--- src/rtl/sha256_pkg.sv ---
// Shared types, widths and the last-word padding helper for the SHA-256 message padder.
package sha256_pkg;

  typedef enum logic {
    ACCUM,
    HOLD
  } pad_state_e;

  localparam int SHA256_BLOCK_W     = 512;
  localparam int SHA256_WORD_W      = 32;
  localparam int SHA256_LEN_FIELD_W = 64;

  localparam logic [7:0] PAD_MARKER = 8'h80;

  // Keeps the first nbytes of a big-endian word, drops the 0x80 marker right after them
  // and zeroes the rest; a full word passes through untouched (its marker lands in the next word).
  function automatic logic [SHA256_WORD_W-1:0] pad_last_word(
    input logic [SHA256_WORD_W-1:0] data,
    input logic [2:0]               nbytes
  );
    case (nbytes)
      3'd1:    pad_last_word = {data[31:24], PAD_MARKER, 16'h0000};
      3'd2:    pad_last_word = {data[31:16], PAD_MARKER, 8'h00};
      3'd3:    pad_last_word = {data[31:8], PAD_MARKER};
      default: pad_last_word = data;
    endcase
  endfunction

endpackage

--- src/rtl/sha256_len_ctr.sv ---
// Message bit-length accumulator: adds 8*nbytes per accepted word and wraps silently at 2^LEN_W.
module sha256_len_ctr #(
  parameter int LEN_W = 64
) (
  input  logic             clk,
  input  logic             reset_n,
  input  logic             clear,
  input  logic             add,
  input  logic [2:0]       nbytes,
  output logic [LEN_W-1:0] len,
  output logic [LEN_W-1:0] len_sum
);

  logic [LEN_W-1:0] len_q;

  // len_sum already includes the word being accepted, so the padder can write it in the same cycle.
  assign len_sum = len_q + LEN_W'({nbytes, 3'b000});
  assign len     = len_q;

  always_ff @(posedge clk or negedge reset_n) begin
    if (!reset_n) begin
      len_q <= '0;
    end else if (clear) begin
      len_q <= '0;
    end else if (add) begin
      len_q <= len_sum;
    end
  end

endmodule

--- src/rtl/sha256_padder.sv ---
// SHA-256 padder: packs 32-bit message words into 512-bit blocks with 0x80 marker and 64-bit length.
// Optional SHA256_PADDER_ERR_EN adds a sticky err output for out-of-range in_bytes.
module sha256_padder
  import sha256_pkg::*;
#(
  parameter int LEN_W = 64
) (
  input  logic                      clk,
  input  logic                      reset_n,
  input  logic                      in_valid,
  output logic                      in_ready,
  input  logic [SHA256_WORD_W-1:0]  in_data,
  input  logic                      in_last,
  input  logic [2:0]                in_bytes,
  output logic                      blk_valid,
  input  logic                      blk_ready,
  output logic [SHA256_BLOCK_W-1:0] blk_data,
  output logic                      blk_first,
  output logic                      blk_last
`ifdef SHA256_PADDER_ERR_EN
  ,
  output logic                      err
`endif
);

  pad_state_e state, state_d;

  logic [3:0]                    idx;
  logic                          rdy_en;
  logic                          mid_msg;
  logic                          pend_extra;
  logic                          extra_marker;
  logic                          first_q;
  logic                          last_q;
  logic [SHA256_BLOCK_W-1:0]     blk_q;
  logic [SHA256_BLOCK_W-1:0]     blk_d;
  logic                          xfer_in;
  logic                          xfer_blk;
  logic [2:0]                    nb;
  logic [4:0]                    marker_idx;
  logic                          blk_done;
  logic [LEN_W-1:0]              len_q;
  logic [LEN_W-1:0]              len_sum;
  logic [SHA256_LEN_FIELD_W-1:0] len_fld_sum;
  logic [SHA256_LEN_FIELD_W-1:0] len_fld_q;

`ifdef SHA256_PADDER_ERR_EN
  logic bad_bytes;

  assign bad_bytes = (in_bytes == 3'd0) || (in_bytes > 3'd4);
  assign nb        = bad_bytes ? 3'd4 : in_bytes;

  always_ff @(posedge clk or negedge reset_n) begin
    if (!reset_n) begin
      err <= 1'b0;
    end else if (xfer_in && in_last && bad_bytes) begin
      err <= 1'b1;
    end
  end
`else
  assign nb = in_bytes;
`endif

  // rdy_en holds in_ready low for the first cycle after reset release.
  assign in_ready  = rdy_en && (state == ACCUM);
  assign blk_valid = (state == HOLD);
  assign blk_data  = blk_q;
  assign blk_first = first_q;
  assign blk_last  = last_q;

  assign xfer_in    = in_valid && in_ready;
  assign xfer_blk   = blk_valid && blk_ready;
  assign blk_done   = xfer_in && (in_last || idx == 4'd15);
  assign marker_idx = {1'b0, idx} + ((nb == 3'd4) ? 5'd1 : 5'd0);

  sha256_len_ctr #(
    .LEN_W (LEN_W)
  ) u_len_ctr (
    .clk     (clk),
    .reset_n (reset_n),
    .clear   (xfer_blk && !pend_extra && last_q),
    .add     (xfer_in),
    .nbytes  (in_last ? nb : 3'd4),
    .len     (len_q),
    .len_sum (len_sum)
  );

  always_comb begin
    len_fld_sum              = '0;
    len_fld_sum[LEN_W-1:0]   = len_sum;
    len_fld_q                = '0;
    len_fld_q[LEN_W-1:0]     = len_q;
  end

  always_comb begin
    state_d = state;
    case (state)
      ACCUM:   if (blk_done) state_d = HOLD;
      HOLD:    if (xfer_blk && !pend_extra) state_d = ACCUM;
      default: state_d = ACCUM;
    endcase
  end

  // A last word pads the whole remainder of the block at once; an overflowing length goes to an extra block.
  always_comb begin
    blk_d = blk_q;
    if (xfer_in) begin
      if (!in_last) begin
        blk_d[32*idx +: 32] = in_data;
      end else begin
        for (int w = 0; w < 16; w++) begin
          if (5'(w) == {1'b0, idx}) begin
            blk_d[32*w +: 32] = pad_last_word(in_data, nb);
          end else if (5'(w) > {1'b0, idx}) begin
            blk_d[32*w +: 32] = (5'(w) == marker_idx) ? {PAD_MARKER, 24'h0} : 32'h0;
          end
        end
        if (marker_idx <= 5'd13) begin
          blk_d[32*14 +: 32] = len_fld_sum[63:32];
          blk_d[32*15 +: 32] = len_fld_sum[31:0];
        end
      end
    end else if (xfer_blk && pend_extra) begin
      blk_d = '0;
      if (extra_marker) begin
        blk_d[31:0] = {PAD_MARKER, 24'h0};
      end
      blk_d[32*14 +: 32] = len_fld_q[63:32];
      blk_d[32*15 +: 32] = len_fld_q[31:0];
    end
  end

  always_ff @(posedge clk or negedge reset_n) begin
    if (!reset_n) begin
      state <= ACCUM;
    end else begin
      state <= state_d;
    end
  end

  always_ff @(posedge clk or negedge reset_n) begin
    if (!reset_n) begin
      rdy_en       <= 1'b0;
      idx          <= '0;
      mid_msg      <= 1'b0;
      pend_extra   <= 1'b0;
      extra_marker <= 1'b0;
      first_q      <= 1'b0;
      last_q       <= 1'b0;
      blk_q        <= '0;
    end else begin
      rdy_en <= 1'b1;
      blk_q  <= blk_d;
      if (xfer_in) begin
        idx <= idx + 4'd1;
        if (blk_done) begin
          first_q      <= !mid_msg;
          last_q       <= in_last && (marker_idx <= 5'd13);
          pend_extra   <= in_last && (marker_idx > 5'd13);
          extra_marker <= in_last && (marker_idx == 5'd16);
        end
      end
      if (xfer_blk) begin
        if (pend_extra) begin
          pend_extra <= 1'b0;
          first_q    <= 1'b0;
          last_q     <= 1'b1;
        end else begin
          idx     <= '0;
          mid_msg <= !last_q;
          first_q <= 1'b0;
          last_q  <= 1'b0;
        end
      end
    end
  end

endmodule

--- config.mk ---
export PLATFORM = sky130hd
export DESIGN_NAME = sha256_padder
export DESIGN_NICKNAME = d
export VERILOG_FILES = /design/src/rtl/sha256_pkg.sv /design/src/rtl/sha256_len_ctr.sv /design/src/rtl/sha256_padder.sv
export SDC_FILE = /design/constraint.sdc
export NUM_CORES = 1
export LEC_CHECK = 0
export CORE_ASPECT_RATIO = 1.2
export CORE_MARGIN = 2
export CORE_UTILIZATION = 24
export CTS_BUF_LIST = sky130_fd_sc_hd__clkbuf_4 sky130_fd_sc_hd__clkbuf_8 sky130_fd_sc_hd__clkbuf_16
export DETAILED_ROUTE_END_ITERATION = 6
export SLEW_MARGIN = 40
export SYNTH_ARGS = -nofsm -noshare
export SYNTH_HDL_FRONTEND = slang
export SYNTH_SLANG_ARGS = --single-unit
--- constraint.sdc ---
create_clock -name clk -period 7.2 [get_ports clk]
set_clock_uncertainty 0.1 [all_clocks]
set_input_delay 2.16 -clock clk [delete_from_list [all_inputs] [get_ports clk]]
set_output_delay 2.16 -clock clk [all_outputs]
set_load 0.005 [all_outputs]
Yosys cells after proc, flatten, opt, wreduce, memory -nomap -nowiden
Index checks and enable logic that the tools add are counted.

operators by class
  $add $sub $neg = 4
  magnitude comparators = 17
  equal/unequal tests = 52
  shift-type cells = 2
  multiplexer cells = 74
  bitwise operators = 2
  reductions and logical operators = 38

operators by type and width
  operator                                                                   number
  512-bit two-way mux                                                        3
  32-bit two-way mux                                                         47
  512-bit bitwise mux                                                        1
  32-bit by 34-bit variable shift with 512-bit output, first input constant  1
  32-bit by 34-bit indexed part select with 512-bit output                   1
  64-bit two-way mux                                                         3
  24-bit case mux with 3 select lines                                        1
  64-bit by 6-bit adder with 64-bit output                                   1
  4-bit by 2-bit inequality test with 1-bit output, second input constant    13
  4-bit by 5-bit == test with 1-bit output, first input constant             8
  2-bit AND reduction                                                        19
  9-bit negation with 34-bit output                                          1
  4-bit == test, first input constant                                        8
  4-bit > comparator, first input constant                                   8
  3-bit by 5-bit == test with 1-bit output, first input constant             4
  3-bit by 4-bit == test with 1-bit output, first input constant             4
  3-bit by 4-bit > comparator with 1-bit output, first input constant        4
  1-bit two-way mux                                                          14
  4-bit two-way mux                                                          3
  2-bit by 5-bit == test with 1-bit output, first input constant             2
  1-bit logical AND                                                          10
  5-bit by 2-bit inequality test with 1-bit output, second input constant    2
  2-bit by 4-bit == test with 1-bit output, first input constant             2
  2-bit by 4-bit > comparator with 1-bit output, first input constant        2
  other kinds (20)                                                           27

word-level totals
  flip-flop bits (word level) = 587
  logic and storage cells = 214

Logic depth before layout (Yosys ltp)
Gate-level depths: netlist of the first run.

  depth after elaboration = 10
  mapped depth = 15
  gate-level depth less buffers = 10

Modules after synthesis
A second synthesis of the first run with hierarchy kept.

second synthesis, totals
  cell total of the unflattened synthesis = 2538
  area total of the unflattened synthesis = 27071.0 um^2

by module, submodules not included
  module          times used  cells an instance  area an instance (um^2)  seq. area each (um^2)
  sha256_padder   1           1987               22460.3                  13087.6
  sha256_len_ctr  1           551                4610.7                   1526.5

Worst setup path before layout of the first run
Ideal clock, no wire load.

  path kind = input -> register
  start = in in_last
  end = reg blk_q[451] (netlist: blk_data[451])
  library setup time = 77 ps
  arrival time = 5683 ps
  slack = 1339 ps
  cell stages on the path = 14
  cell sequence = clkbuf_1 clkbuf_1 buf_1 buf_1 and2_1 ha_1 inv_1 fa_1 nor2b_1 o2111ai_1 nor4_1 a31oi_1 or3_1 a21oi_1

between the ends
  cells in the longest elaborated chain, start to end = 5
  elaborated cells between the ends (all ways) = 7
  those cells by class = add/sub (1); eq/ne (1); mux (4); reduce/logical (1)

RTL lines
  element                                   RTL line              text
  start: declaration                        sha256_padder.sv:13   input logic in_last,
  3-bit two-way mux                         sha256_padder.sv:83   .nbytes (in_last ? nb : 3'd4),
  64-bit by 6-bit adder with 64-bit output  sha256_len_ctr.sv:17  assign len_sum = len_q + LEN_W'({nbytes, 3'b000});
  64-bit two-way mux                        sha256_padder.sv:118  if (marker_idx <= 5'd13) begin
  512-bit two-way mux                       sha256_padder.sv:108  if (!in_last) begin
  512-bit two-way mux                       sha256_padder.sv:107  if (xfer_in) begin
  end signal: assignment                    sha256_padder.sv:153  blk_q <= blk_d;
  end: declaration                          sha256_padder.sv:35   logic [SHA256_BLOCK_W-1:0] blk_q;

Several ways; a longest one is shown, not always the timed one.
A chain may end at the register's enable or synchronous reset.

Final worst setup path of the first run
  start = in in_bytes[0]
  end = reg u_len_ctr.len_q[51] (netlist: u_len_ctr.len[51])

between the ends
  cells in the longest elaborated chain, start to end = 4

RTL lines
  element                                   RTL line              text
  start: declaration                        sha256_padder.sv:14   input logic [2:0] in_bytes,
  3-bit two-way mux                         sha256_padder.sv:83
  64-bit by 6-bit adder with 64-bit output  sha256_len_ctr.sv:17
  64-bit two-way mux                        sha256_len_ctr.sv:25  end else if (add) begin
  64-bit two-way mux                        sha256_len_ctr.sv:23  end else if (clear) begin
  end signal: assignment                    sha256_len_ctr.sv:26  len_q <= len_sum;
  end: declaration                          sha256_len_ctr.sv:14  logic [LEN_W-1:0] len_q;

Every way passes these cells. The select of a mux whose other input is x is not followed.

==> results of run 1 <==
area by class of cell:
class	instances	area, um2
tap	1496	1870
antenna	4	10.0
sequential	584	14600
multi-input combinational	1781	11500
inverter	22	82.6
clock inverter	43	478
fill	11400	74700
clock buffer	83	1910
timing repair buffer	634	6180
routing by layer:
layer / vias to the layer above / wire length [um]
li1: 10800 / -
met4: 8 / 7350
met3: 278 / 14800
met5: - / 52
met1: 12900 / 54400
met2: 1375 / 65400
flip-flops by register name (all words and copies together), names as in the netlist:
signal         flops
blk_last           1
pend_extra         1
mid_msg            1
blk_valid          1
idx                4
u_len_ctr.len     61
extra_marker       1
blk_first          1
blk_data         512
rdy_en             1
Yosys cell counts (5+ instances only):
cell	n	area, um2
a21oi_1	85	425
xnor2_1	59	517
o21a_1	15	113
nand3_1	53	265
dfrtp_1	584	14600
a221oi_1	44	385
and4_1	8	70.1
ha_1	11	138
a221o_1	21	210
o221ai_1	92	806
a32o_1	15	150
o31ai_1	13	97.6
a22o_1	262	2290
buf_2	14	70.1
mux2i_1	6	60.1
o21ai_1	28	140
o22a_1	21	184
clkbuf_1	200	751
xor2_1	26	228
or3_1	30	188
o211ai_1	19	143
inv_1	21	78.8
a31oi_1	10	62.6
a211oi_1	7	52.6
nand4_1	40	250
a22oi_1	14	105
nor2b_1	13	81.3
and2_1	24	150
nor4_1	18	113
buf_1	21	78.8
o22ai_1	15	93.8
o21ai_0	145	726
nand2_1	333	1250
o21bai_1	5	37.5
a21o_1	15	113
nor2_1	170	638
nor3_1	51	255
a222oi_1	13	130
or2_2	7	43.8
nand2b_1	7	43.8
and3_1	22	138
power breakdown:
part	switching (mW)	internal [mW]
sequential	0.278	3.56
clock	1.63	2.15
combinational	1.42	0.827
worst max-delay path, stage by stage:
cell and delay, ps:
clkdlybuf4s50_1 730, and2_1 200, ha_1 190, inv_1 70, fa_1 430, nor2b_1 450
o2111ai_1 380, nor4_2 780, nand3_1 200, xor2_1 170, nor2_1 50
kinds of logic (layout without fill, tap and decap cells):
family,Yosys count,count (layout)
multiplexers,6,6
AND/OR/NAND/NOR,801,801
buffers and inverters,265,782
flip-flops,584,584
other,1,5
AO/OA/AOI/OAI,876,876
XOR/XNOR,85,85
adder cells (fa/ha/maj),12,12
how the worst max path moves through the flow:
stage                startpoint                 to  cells past startpoint
detailed placement  in_bytes[0]      blk_data[451]                     11
finish              in_bytes[0]  u_len_ctr.len[51]                     11
global placement    in_bytes[0]      blk_data[451]                     11
global route        in_bytes[0]      blk_data[471]                     11
floorplan               in_last      blk_data[451]                     14
CTS                 in_bytes[0]      blk_data[451]                     11
stage by stage:
step	util (%)	hold WS, ps	worst slack (ps)
6_report	32.9	356	1820
5_1_grt	32.9	389	1590
4_1_cts	32.9	359	1830
3_5_place_dp	30.8	355	1100
3_3_place_gp	30.6	347	1230
2_1_floorplan	-	333	1340
==> metrics.md, run 1 <==
| Metric | Value |
|---|---|
| Commonest non-fill, non-tap cell in the layout | dfrtp_1 |
| Post-route DRC | 0 |
| Register area share after synthesis | 54.2% |
| Reg2Reg Launch Point | idx[0] |
| Adder-cell area share of the yosys netlist | 0.585% |
| Wire per inst | 30.5 um |
| Max Fclk | 186 MHz |
| Nets | around 3,100 |
| Post-Synth Simple-Gate Area | ~14% |
| Hold wc startpoint | mid_msg |
| Die area | 115,000 um2 |
| Hold Path Stages | 1 |
| Xor and xnor area share after synthesis | 2.76% |
| Worst-case reg-to-reg path depth | 9 |
| Starting Density | 24.2% |
| Via count | 25,400 |
| Most frequent cells in the layout | 584 x dfrtp_1, 539 x clkdlybuf4s50_1, 331 x nand2_1 |
| Num Clock Sinks | slightly below 600 |
| Syn Nets | 2,682 |
| Post-synth ARST share | 100% |
| Worst slew pin tran | 984 ps |
| Compound-Gate Fraction of Synth Area | between 20% and 30% |
| Final Power | 9.85 mW |
| CTS buffer count | 69 |
| Width of the die | roughly 310 um |
| Cells after Synth | 2,630 |
| Global route hottest layer | met2 |
| RSZ-0062 raised after global routing | no |
| Mux share of post-synthesis cell area | 0.223% |
| Cell Rows | approximately 130 |
| Clk buf depth | 3 |
| Area of the mapped netlist | 26,900 um2 |
| Pin count of the biggest net entering global routing | between 100 and 150 |
| Inst Count DP | 4,517 |
| Post-Layout Inst Area | 36,700 um2 |
| Share of layout cells above drive strength 1 | a little under a tenth |
| Final Setup Violations | 0 |
| Mapped Avg Cell Area | 10.2 um2 |
| Power per cell area | 269 nW/um2 |
| Hold/Removal Path Class | reg2reg |
| Total GRT Usage | 24.0% |
| Period utilization | between 70% and 80% |
| Grt total ovfl | 0 |
| Post-DP HPWL | 101,000 um |
| H-tree Lvls | 3 |
| R2R Setup Slk | 2510 ps |
| Max Slew Vio Count | 0 |
| CTS tree | done |
| Core box area | 111,000 um2 |
| Setup TNS | 0 ps |
| Die Ht | 371 um |
| CP Class | in2reg |
| Initial antenna violation count | 9 |
| Post-CTS Hold Buffers | 0 |
| Antenna viol nets, final | 0 |
| Startpoint types | primary input |
| Post-synth EDFFs | 0 |
| CP Capture Type | flop |
| Most common flop cell mapped by yosys | dfrtp_1 |
| GR met1 Demand/Resource | 29.2% |
| Dpl cell area | 34,200 um2 |
| Clk root buf | clkbuf_16 |
| Global-route wire length before repair | 196,000 um |
| Initial DRC count | between 3,000 and 4,000 |
| MaxCap Viol Count | 0 |
| Synthesized flop and latch total | 584 |
| Minimum clock period | 5380 ps |
| Via count of the first global-routing pass | 24,600 |
| Top-Level Pins | 556 |
| Met3 Track Usage GR | 7.63% |
| DRT Pass-1 Iters | 6 |
| Met2 Use GR | 38.0% |
| Static Leakage | approximately 15 nW |
| Routed Wire Length | 142,000 um |
| Arr. time, crit path | a little under 6000 ps |
| Post_cts resized | 0 |
| Finished Layout Cells | 4,647 |
| Data required, critical path | 7650 ps |
| Yosys Warn Count | 0 |
| Setup bufs post-CTS | 0 |
| Clk_lat worst skew | 690 ps |
| CP Max Fanout | 10 |
| Hold endpoint | blk_first |
| Clk slew on worst S/H paths | 60 ps |
| Worst flop-to-flop path endpoint | blk_data[58] |
| Library cells used by synthesis | 79 |
| Max VDD drop | 154 uV |
| Largest family of logic cells by synthesized area | compound AO/OA/AOI/OAI gates |
| GP Congestion | 0.923 |
| Status | completed |
| Final hold violation count | 0 |
| IO buf count | 555 |
| Vias per inst | 5.46 |
| Slew headroom | 33.7% |
| Synthesis-to-finish area growth | 36.1% |
Note: power is estimated with default switching activity, not from simulation.
==> inputs of run 2 (changes only) <==
==> constraint.sdc (replaced) <==
create_clock -name clk -period 5 [get_ports clk]
set_clock_uncertainty 0.1 [all_clocks]
set_input_delay 1.5 -clock clk [delete_from_list [all_inputs] [get_ports clk]]
set_output_delay 1.5 -clock clk [all_outputs]
set_load 0.005 [all_outputs]
==> run 2 against run 1 <==
Via count rose by 1.8%. Die area did not move. Clock power rose by 48%. Utilization rose by 0.80 points. Register-to-register slack got worse by 1300 ps. Worst setup slack got worse by 1100 ps. Non-clock buffer count rose by 91. Combinational power rose by 49%. Highest routed layer unchanged.
==> metrics.md, run 2 (same netlist as run 1, synthesis figures left out) <==
| Metric | Value |
|---|---|
| Post-CTS Hold Buffers | 0 (unchanged) |
| Starting Density | 24.2% (unchanged) |
| Max reg flops | 512 (unchanged) |
| Grt total ovfl | 0 (unchanged) |
| GP Congestion | 0.981 (+6.3%) |
| CP Class | in2reg |
| Worst slew pin tran | 896 ps (-88.0 ps) |
| CTS buffer count | 70 (+1.4%) |
| Share of layout cells above drive strength 1 | 10.4% (+1.4 points) |
| Max Fclk | 231 MHz |
| Synthesis-to-finish area growth | 39.4% |
| Hold/Removal Path Class | reg2reg |
| Die area | 115,000 um2 (unchanged) |
| Clk root buf | clkbuf_16 |
| Static Leakage | 15.7 nW (+3.5%) |
| RSZ-0062 raised after global routing | no |
| Top-Level Pins | 556 (unchanged) |
| Num Clock Sinks | 584 (unchanged) |
| Post-route DRC | 0 (unchanged) |
| Routed Wire Length | 143,000 um (+0.62%) |
| Core box area | 111,000 um2 (unchanged) |
| Width of the die | 310 um (unchanged) |
| Clk_lat worst skew | 660 ps (-30 ps) |
| Max Slew Vio Count | 0 (unchanged) |
| Post_cts resized | 0 (unchanged) |
| CP Capture Type | flop |
| # fillers | 11,300 (-0.88%) |
| Startpoint types | primary input |
| Via count of the first global-routing pass | 24,900 (+1.3%) |
| H-tree Lvls | 3 (unchanged) |
| Die Ht | 371 um (unchanged) |
| Wire per inst | 30.2 um (-1.3%) |
| Total GRT Usage | 24.1% (+0.10 points) |
| Nets | 3,236 (+2.9%) |
| Commonest non-fill, non-tap cell in the layout | dfrtp_1 |
| CP Max Fanout | 12 (+2) |
| DRT Pass-1 Iters | 6 (unchanged) |
| Via count | 25,800 (+1.8%) |
| Initial DRC count | 2,884 (-4.0%) |
| Initial antenna violation count | 9 (unchanged) |
| MaxCap Viol Count | 0 (unchanged) |
| Max VDD drop | 256 uV (+66%) |
| Post-DP HPWL | 105,000 um (+3.6%) |
| Finished Layout Cells | 4,736 (+1.9%) |
| Util after Layout | 33.7% (+0.80 points) |
| Vias per inst | 5.45 (-0.11%) |
| Final Setup Violations | 0 (unchanged) |
| Setup bufs post-CTS | 0 (unchanged) |
| IO buf count | 555 (unchanged) |
| Clk slew on worst S/H paths | 60 ps (about the same) |
| Inst Count DP | 4,608 (+2.0%) |
| Arr. time, crit path | 4810 ps (-1020 ps) |
| Final hold violation count | 0 (unchanged) |
| Cell Rows | 134 (unchanged) |
| Data required, critical path | 5480 ps (-2170 ps) |
| CTS tree | done |
| Most frequent cells in the layout | 584 x dfrtp_1, 546 x clkdlybuf4s50_1, 333 x nand2_1 |
| Antenna viol nets, final | 0 (unchanged) |
| Slew headroom | 40.3% (+6.6 points) |
| Global-route wire length before repair | 197,000 um (+0.91%) |
| Minimum clock period | between 4000 and 5000 ps |
| Setup TNS | 0 ps (unchanged) |
| Period utilization | 86.6% |
| Power per cell area | 385 nW/um2 (+43%) |
| Clk buf depth | 3 (unchanged) |
| Pin count of the biggest net entering global routing | 118 (-5.6%) |
| Status | completed |
[run 2: cell types whose count changed in the layout (fill, tap and decap cells not counted), moves of 8 or more]
cell	before	now
buf_2	15	7
o21ai_2	14	1
o21ai_1	14	26
buf_4	68	151
buf_12	6	20
[run 2: report_power, final]
part | switching (mW) | internal [mW] | total (mW)
registers | 0.407 | 5.13 | 5.53
logic | 2.07 | 1.27 | 3.34
clock network | 2.26 | 3.32 | 5.58
[run 2: metrics by stage]
stage | hold WS [ps] | setup WS, ps | instance area, um2 | total power [mW]
after floorplan | 333 | 29.2 | 27000 | 6.80
after global placement | 346 | 131 | 35000 | 8.90
after detailed placement | 359 | 161 | 35000 | 8.90
after CTS | 370 | 831 | 37500 | 14.5
after global routing | 391 | 646 | 37500 | 15.0
final | 364 | 668 | 37500 | 14.5
[run 2: worst paths after layout]
kind | startpoint | end | slack (ps) | cells after the start
max in group asynchronous | reset_n | blk_data[508] | 2930 | 2
hold reg to reg | mid_msg | blk_first | 360 | 1
setup / recovery | in_bytes[2] | blk_data[479] | 670 | 11
hold / removal | mid_msg | blk_first | 360 | 1
setup reg to reg | idx[1] | blk_data[406] | 1240 | 9
min in group asynchronous | reset_n | blk_data[126] | 720 | 1
[run 2: critical path: stages]
cell and delay (ps):
clkdlybuf4s50_1 610, inv_1 120, nor3_1 470, ha_1 310, buf_4 210, nor4bb_1 300, o21ai_0 120, a211oi_1 560
o21ai_0 250, and3_1 230, o22ai_1 130
[run 2: final cells by class]
cell class              instances  area, um2  area share, %
flip-flops and latches        584      14600           38.9
multi-input cells            1781      11400           30.4
repair buffers                725       7050           18.8
clock buffers                  91       1980           5.29
well taps                    1496       1870           4.99
clock inverters                35        534           1.42
inverters                      22       82.6          0.220
diodes                          2       5.00         0.0133
[run 2: routing by layer]
| layer | global-route usage, % | vias up | wire (um) |
|---|---|---|---|
| li1 | - | 10900 | - |
| met1 | 29.0 | 13100 | 53900 |
| met2 | 38.2 | 1415 | 65600 |
| met3 | 8.50 | 319 | 15600 |
| met4 | 11.7 | 10 | 7670 |
| met5 | 0 | - | 71 |
